`src/rtl/lfsr_rng_ctrl_pkg.sv`:
```
// Shared types and constants for the LFSR random-number controller.
// Holds the FSM state encoding, LFSR width, zero-seed substitute and step function.
package lfsr_rng_ctrl_pkg;

  localparam int unsigned LfsrWidth = 5;

  localparam logic [LfsrWidth-1:0] SeedSubst = 5'b00001;

  typedef enum logic [1:0] {
    StIdle,
    StRun,
    StHold
  } state_e;

  // Internal-XOR Galois step with taps giving a maximal period of 31.
  function automatic logic [LfsrWidth-1:0] lfsr_next(input logic [LfsrWidth-1:0] s);
    lfsr_next = {s[3], s[2], s[1] ^ s[4], s[0], s[4]};
  endfunction

endpackage

```
`src/rtl/lfsr5_core.sv`:
```
// 5-bit LFSR register with load, single-step advance and all-zero recovery.
// Load has priority over stepping; a zero state is forced back to the substitute seed.
module lfsr5_core
  import lfsr_rng_ctrl_pkg::*;
#(
  parameter logic [LfsrWidth-1:0] RESET_SEED = 5'b00001
) (
  input  logic                 clk,
  input  logic                 rst_n,
  input  logic                 load,
  input  logic [LfsrWidth-1:0] load_val,
  input  logic                 step,
  output logic [LfsrWidth-1:0] state
);

  logic [LfsrWidth-1:0] state_q, state_d;

  always_comb begin
    state_d = state_q;
    if (load) begin
      state_d = (load_val == '0) ? SeedSubst : load_val;
    end else if (state_q == '0) begin
      // Lock-up state is unreachable in normal operation; recover from upsets.
      state_d = SeedSubst;
    end else if (step) begin
      state_d = lfsr_next(state_q);
    end
  end

  always_ff @(posedge clk or negedge rst_n) begin
    if (!rst_n) begin
      state_q <= RESET_SEED;
    end else begin
      state_q <= state_d;
    end
  end

  assign state = state_q;

endmodule

```
`src/rtl/lfsr_rng_ctrl.sv`:
```
// Request/response controller that advances a 5-bit LFSR a requested number of steps.
// The result is held with rsp_valid_o until the consumer accepts it.
module lfsr_rng_ctrl
  import lfsr_rng_ctrl_pkg::*;
#(
  parameter logic [LfsrWidth-1:0] RESET_SEED = 5'b00001
) (
  input  logic                 clk,
  input  logic                 rst_n,
  input  logic                 seed_load_i,
  input  logic [LfsrWidth-1:0] seed_i,
  input  logic                 req_valid_i,
  input  logic [LfsrWidth-1:0] req_count_i,
  output logic                 req_ready_o,
  output logic                 rsp_valid_o,
  output logic [LfsrWidth-1:0] rsp_data_o,
  input  logic                 rsp_ready_i,
  output logic                 busy_o,
  output logic                 seed_err_o
);

  state_e               state_q, state_d;
  logic [LfsrWidth-1:0] cnt_q, cnt_d;
  logic                 seed_err_q, seed_err_d;
  logic                 seed_zero;
  logic                 lfsr_load;
  logic                 lfsr_step;
  logic [LfsrWidth-1:0] lfsr_load_val;
  logic [LfsrWidth-1:0] lfsr_state;

  always_comb begin
    state_d       = state_q;
    cnt_d         = cnt_q;
    seed_err_d    = 1'b0;
    lfsr_load     = 1'b0;
    lfsr_step     = 1'b0;
    req_ready_o   = 1'b0;
    rsp_valid_o   = 1'b0;
    busy_o        = 1'b0;
    seed_zero     = (seed_i == '0);
    lfsr_load_val = seed_zero ? SeedSubst : seed_i;

    unique case (state_q)
      StIdle: begin
        req_ready_o = 1'b1;
        // A load coinciding with a request lands on the same edge, so RUN steps the new seed.
        if (seed_load_i) begin
          lfsr_load  = 1'b1;
          seed_err_d = seed_zero;
        end
        if (req_valid_i) begin
          cnt_d   = req_count_i;
          state_d = (req_count_i != '0) ? StRun : StHold;
        end
      end
      StRun: begin
        busy_o    = 1'b1;
        lfsr_step = 1'b1;
        if (cnt_q != '0) begin
          cnt_d = cnt_q - 5'd1;
        end
        if (cnt_q <= 5'd1) begin
          state_d = StHold;
        end
      end
      StHold: begin
        busy_o      = 1'b1;
        rsp_valid_o = 1'b1;
        if (rsp_ready_i) begin
          state_d = StIdle;
        end
      end
      default: begin
        state_d = StIdle;
      end
    endcase
  end

  always_ff @(posedge clk or negedge rst_n) begin
    if (!rst_n) begin
      state_q    <= StIdle;
      cnt_q      <= '0;
      seed_err_q <= 1'b0;
    end else begin
      state_q    <= state_d;
      cnt_q      <= cnt_d;
      seed_err_q <= seed_err_d;
    end
  end

  lfsr5_core #(
    .RESET_SEED (RESET_SEED)
  ) u_lfsr5_core (
    .clk      (clk),
    .rst_n    (rst_n),
    .load     (lfsr_load),
    .load_val (lfsr_load_val),
    .step     (lfsr_step),
    .state    (lfsr_state)
  );

  assign rsp_data_o = lfsr_state;
  assign seed_err_o = seed_err_q;

endmodule
```
`config.mk`:
```
export PLATFORM = sky130hd
export DESIGN_NAME = lfsr_rng_ctrl
export DESIGN_NICKNAME = d
export VERILOG_FILES = /design/src/rtl/lfsr_rng_ctrl_pkg.sv /design/src/rtl/lfsr5_core.sv /design/src/rtl/lfsr_rng_ctrl.sv
export SDC_FILE = /design/constraint.sdc
export NUM_CORES = 1
export LEC_CHECK = 0
export CAP_MARGIN = 20
export CORE_MARGIN = 4
export CORE_UTILIZATION = 42
export CTS_CLUSTER_DIAMETER = 30
export DETAILED_ROUTE_END_ITERATION = 12
export PLACE_DENSITY = 0.82
export SYNTH_ARGS = -nofsm -noshare
export SYNTH_HDL_FRONTEND = slang
export SYNTH_HIERARCHICAL = 1
export SYNTH_SLANG_ARGS = --single-unit
export TNS_END_PERCENT = 30
```
`constraint.sdc`:
```
create_clock -name clk -period 1.35 [get_ports clk]
set_input_delay 0.27 -clock clk [delete_from_list [all_inputs] [get_ports clk]]
set_output_delay 0.27 -clock clk [all_outputs]
set_load 0.02 [all_outputs]
```
==> results.ini, run 1 <==
[sta]
rsz0062_at_grt=true
fin_crit_sh=1.11
worst_slack_ps=-147
fin_skew_ps=11.7
final_max_slew_viol_count=0
relSlewSlack=0.779
hold_viol_final=0
period_needed_ps=1500
worstMarginPinSlew_ps=329
fmax_ghz=0.668
setup_violations=11

[global_route]
overflow=0
grt_pass1_wl_um=3730
grt.total_usage=0.187
antenna_found_initial=0
grt_max_degree=11
grt_pass1_vias=868

[critical_path]
crit_type=reg -> reg
r2r_setup_slack_ps=-150
cp-end-kind=flop
cp_top_family=flip-flops
cp-startpoint=state_q[0]
critical_path_buf_inv_count=1
worstPathCellList=buf_6 -> ha_4 -> mux2_4 -> o21a_1 -> a22o_1
critPathMaxFanout=7
required_ps=1540
worstRegToRegCells=5
crit_slowest_cell=dfrtp_1
cp.arrival_ps=1690
crit-reg2reg-launch=state_q[0]
max_stage_delay_ps=430
reg2reg_to=cnt_q[2]
crit_path_start_kind=flop

[routing]
dr.pass1.iters=4
totalWireLength_um=2320
drt-wirelength-per-cell_um=14.5
postRouteAntennaNets=0
via_per_inst=5.26
drc=0
drt_iter0_drc=15
vias=842

[power]
switching_share=0.418
power_leakage_uw=0.000607
sequentialPowerShare=0.228
irDropWorstVdd_v=0.00162
power_frac_clock=0.079
power_report.internal_total_uw=1910
p_switching_uw=1370
comb_power_share=0.693
cellPowerDensity_mw_per_mm2=2410

[synth]
yosysSeqAreaShare=0.382
synth_top_cell_by_area=dfrtp_1
synth_edf_count=0
ys.flop_type=dfrtp_1
netlist.area_leader.share=0.351
yosysWarnings=6
synthTopCellsByArea=dfrtp_1 35%, mux2i_1 9.4%, ha_1 7.3%
synth-seq-cells=13
avgSynthCellArea_um2=9.73
synthDistinctLibCells=36
async_reset_ff_frac=1.00
syn_area_um2=856
syn_inst=88
synth_nets=108

[finish]
drive_gt1_frac=0.353
postLayoutCellArea_mm2=0.00136
syn_to_final_growth_pct=59.2
antenna_cells=0
fillers=151
nets=154
multi_input_area_um2=528
regArea_um2=327

[floorplanning]
start_util=0.441
die_w_um=53.1
core_region_area_mm2=0.00194
dieArea_mm2=0.00282
rows=16
io_pins=24
die_y_um=53.1

[clocking]
cts.clk_slew.worst_paths_ps=90
cts-buffers-inserted=3
htreeDepth=1
cts_hold_buf=0
cts_tree=built
cts_root_buf=clkbuf_4
cts.sinks=13
clk_latency_ps=290
ctsLongestPathBuffers=2

[outcome]
status=finished, violations left
violations=negative setup slack

[flow_run]
maxCapViolations=0

[place]
dpl_cell_area_mm2=0.00128
io_buffer_count=23
placement.setup.worst_slack_ps=-317
gp_congestion=0.941
dp_hpwl_um=1810

[min_path]
min_path_type=in -> async

## kinds of logic after synthesis
| kind of cell | count (synthesis) | synth area share |
|---|---|---|
| buf+inv | 14 | 0.0629 |
| xor+xnor | 1 | 0.0102 |
| fa+ha+maj | 5 | 0.0731 |
| compound gates | 23 | 0.193 |
| flops | 13 | 0.382 |
| simple gates | 23 | 0.173 |
| mux | 9 | 0.107 |
## cell usage after synthesis, types with 3 or more instances
cell type  count
dfrtp_1       12
o21ai_0       10
mux2i_1        8
inv_1          7
clkbuf_1       6
ha_1           5
nand2_1        5
nand2b_1       3
nor4_1         3
o2bb2ai_1      3
## cells in the final DEF, fill, tap and decap left out, types with 5 or more instances in the layout
cell,count
nand2_1,5
mux2i_1,8
clkdlybuf4s50_1,14
dlygate4sd2_1,5
dfrtp_1,12
inv_1,5
buf_6,6
o21ai_0,9
buf_4,22
## sequential cells by signal, indices dropped and copies added (netlist names)
name / flops
cnt_q: 5
seed_err_o: 1
state_q: 2
u_lfsr5_core/state: 5
## layout make-up
cell class,count,area share
Inverter,7,0.0193
Tap cell,27,0.0248
Clock buffer,4,0.0193
Sequential cell,13,0.240
Timing Repair Buffer,48,0.309
Multi-Input combinational cell,61,0.388
## layer usage
layer,track usage,wire length [µm],part of all wire
met5,0,0,0
met4,0.0894,42,0.018
met3,0.0423,78,0.034
met2,0.318,1190,0.51
met1,0.219,1020,0.44
## worst max path at each step
stage,end,depth (start not counted)
final,cnt_q[2],5
after global routing,cnt_q[2],5
after CTS,busy_o,3
after detailed placement,state_q[1],4
after global placement,state_q[1],4
after floorplan,cnt_q[2],5
## through the flow
| stage | hold WS, ps | setup TNS [ps] | total power (µW) | utilization | instances |
|---|---|---|---|---|---|
| after floorplan | -25.6 | -142 | 1990 | - | 88 |
| after global placement | 494 | -1730 | 2750 | 0.661 | 154 |
| after detailed placement | 492 | -1980 | 2830 | 0.661 | 154 |
| after CTS | 190 | -1030 | 3160 | 0.691 | 159 |
| after global routing | 178 | -1490 | 3500 | 0.702 | 160 |
| final | 187 | -963 | 3280 | 0.702 | 160 |
## timing repair
action,CTS,global route
buffers inserted,1,1
pin swaps,3,3
resized for setup,30,6
endpoints found under the setup margin,19,12
## worst register-to-register path, stage by stage, from the launching register on
cell and delay (ps):
dfrtp_1 430, buf_6 140, ha_4 170, mux2_4 310, o21a_1 140, a22o_1 210
## power groups by stage
stage	combinational, µW	sequential, µW	clock, µW
floorplan	1140	849	0
global placement	2020	738	0
detailed placement	2080	748	0
CTS	2160	741	260
global route	2440	773	287
finish	2270	749	260
Note: power is estimated with default switching activity, not from simulation.
==> run 2: changes to the inputs <==
Clock period 1.35 ns to 1.2 ns, I/O delays scaled along.
==> results.ini, run 2 (same netlist as run 1, synthesis figures left out) <==
[routing]
drc=0  ; unchanged
drt-wirelength-per-cell_um=15.5  ; +6.9%
via_per_inst=5.25  ; -0.32%
dr.pass1.iters=4  ; unchanged
vias=876  ; +4.0%
totalWireLength_um=2590  ; +12%
postRouteAntennaNets=0  ; unchanged
drt_iter0_drc=17  ; +2

[clocking]
cts_hold_buf=0  ; unchanged
cts.sinks=13  ; unchanged
ctsLongestPathBuffers=2  ; unchanged
cts_root_buf=clkbuf_4
cts_tree=built
cts-buffers-inserted=3  ; unchanged
clk_latency_ps=280  ; about the same
htreeDepth=1  ; unchanged
cts.clk_slew.worst_paths_ps=90  ; about the same

[sta]
setup_violations=16  ; +5
fmax_ghz=0.660  ; -1.2%
rsz0062_at_grt=true
worst_slack_ps=-315  ; -167 ps
relSlewSlack=0.770  ; -0.00885
fin_skew_ps=0.328  ; -11.4 ps
timing.setup.tns_ps=-3260  ; -2300 ps
hold_viol_final=0  ; unchanged
final_max_slew_viol_count=0  ; unchanged
worstMarginPinSlew_ps=342  ; +12.7 ps
fin_crit_sh=1.26  ; +0.153
period_needed_ps=1510  ; +17.4 ps

[critical_path]
critPathMaxFanout=6  ; -1
max_stage_delay_ps=440  ; about the same
cp.arrival_ps=1690  ; about the same
worstPathCellList=inv_2 -> ha_4 -> mux2_4 -> o21a_1 -> a22o_1
required_ps=1370  ; -170 ps
crit_type=reg -> reg
crit_slowest_cell=dfrtp_1
cp-end-kind=flop
crit_path_start_kind=flop

[place]
io_buffer_count=23  ; unchanged
gp_congestion=0.933  ; -0.79%
dp_hpwl_um=1830  ; +1.2%
placed_cells=157  ; +1.9%
placement.setup.worst_slack_ps=-460  ; -142 ps

[finish]
nets=161  ; +4.5%
antenna_cells=0  ; unchanged
instances_no_fill=167  ; +4.4%
mostFrequentLayoutCells=29 x buf_4, 14 x clkdlybuf4s50_1, 12 x dfrtp_1
final_common_cell=buf_4
drive_gt1_frac=0.486  ; +0.132
fillers=118  ; -22%
syn_to_final_growth_pct=73.8

[power]
power_leakage_uw=0.000657  ; +8.2%
irDropWorstVdd_v=0.00188  ; +16%
cellPowerDensity_mw_per_mm2=2790  ; +16%
p_total_uw=4150  ; +26%

[floorplanning]
start_util=0.441  ; unchanged
die_y_um=53.1  ; unchanged
die_w_um=53.1  ; unchanged
dieArea_mm2=0.00282  ; unchanged
core_region_area_mm2=0.00194  ; unchanged
rows=16  ; unchanged
io_pins=24  ; unchanged

[global_route]
antenna_found_initial=0  ; unchanged
grt_pass1_wl_um=4080  ; +9.2%
overflow=0  ; unchanged
grt.total_usage=0.199  ; +0.0125
grt_pass1_vias=956  ; +10%
grt_max_degree=14  ; +3

[min_path]
min_path_type=in -> async

[outcome]
status=finished, violations left
violations=negative setup slack

[flow_run]
maxCapViolations=0  ; unchanged

## run 2: area by class of cell
type	instances	area (µm²)	share of cell area
clock buffer	4	26.3	0.0177
multi-input combinational	61	591	0.397
sequential	13	327	0.220
inverter	7	26.3	0.0177
timing repair buffer	55	484	0.325
tap	27	33.8	0.0227
## run 2: path summary, 6_finish.rpt
| kind | from | to | slack (ps) | cells past startpoint |
|---|---|---|---|---|
| worst max-delay path | state_q[0] | cnt_q[2] | -310 | 5 |
| worst min-delay path | rst_n | u_lfsr5_core/state[2] | 260 | 2 |
| worst max register to register | state_q[0] | cnt_q[2] | -310 | 5 |
| worst min register to register | cnt_q[1] | cnt_q[1] | 600 | 2 |
| max in group asynchronous | rst_n | u_lfsr5_core/state[0] | 700 | 2 |
| min in group clk | seed_i[0] | seed_err_o | 600 | 2 |
## run 2: stage by stage
| step | hold WS (ps) | utilization | area, µm² |
|---|---|---|---|
| after floorplan | -55.6 | - | 882 |
| after global placement | 521 | 0.673 | 1310 |
| after detailed placement | 538 | 0.673 | 1310 |
| after CTS | 264 | 0.730 | 1420 |
| after global routing | 283 | 0.766 | 1490 |
| final | 262 | 0.766 | 1490 |
## run 2: power by group
group | switching (µW) | internal [µW] | total [µW]
Combinational | 1390 | 1640 | 3030
Sequential | 173 | 663 | 837
Clock | 155 | 129 | 284
## run 2: critical path: cells and delay by family, from the launching register on
family / cells / cell delay [ps]
DFF: 1 / 440
AOI/OAI and AO/OA: 2 / 360
muxes: 1 / 330
adders and majority gates: 1 / 150
buffers and inverters: 1 / 120
## run 2: repair_timing
action	in CTS	in global routing
pin swaps	2	2
endpoints found under the setup margin	22	19
buffers inserted	5	1
resized for setup	49	16
## run 2: metal layers
metal  track usage  share of wire  vias to the layer above  wire [µm]
li1              -              -                      423          -
met1         0.219           0.41                      425       1060
met2         0.343           0.54                       18       1390
met3        0.0479          0.030                       10         77
met4         0.119          0.026                        0         68
met5             0              0                        -          0
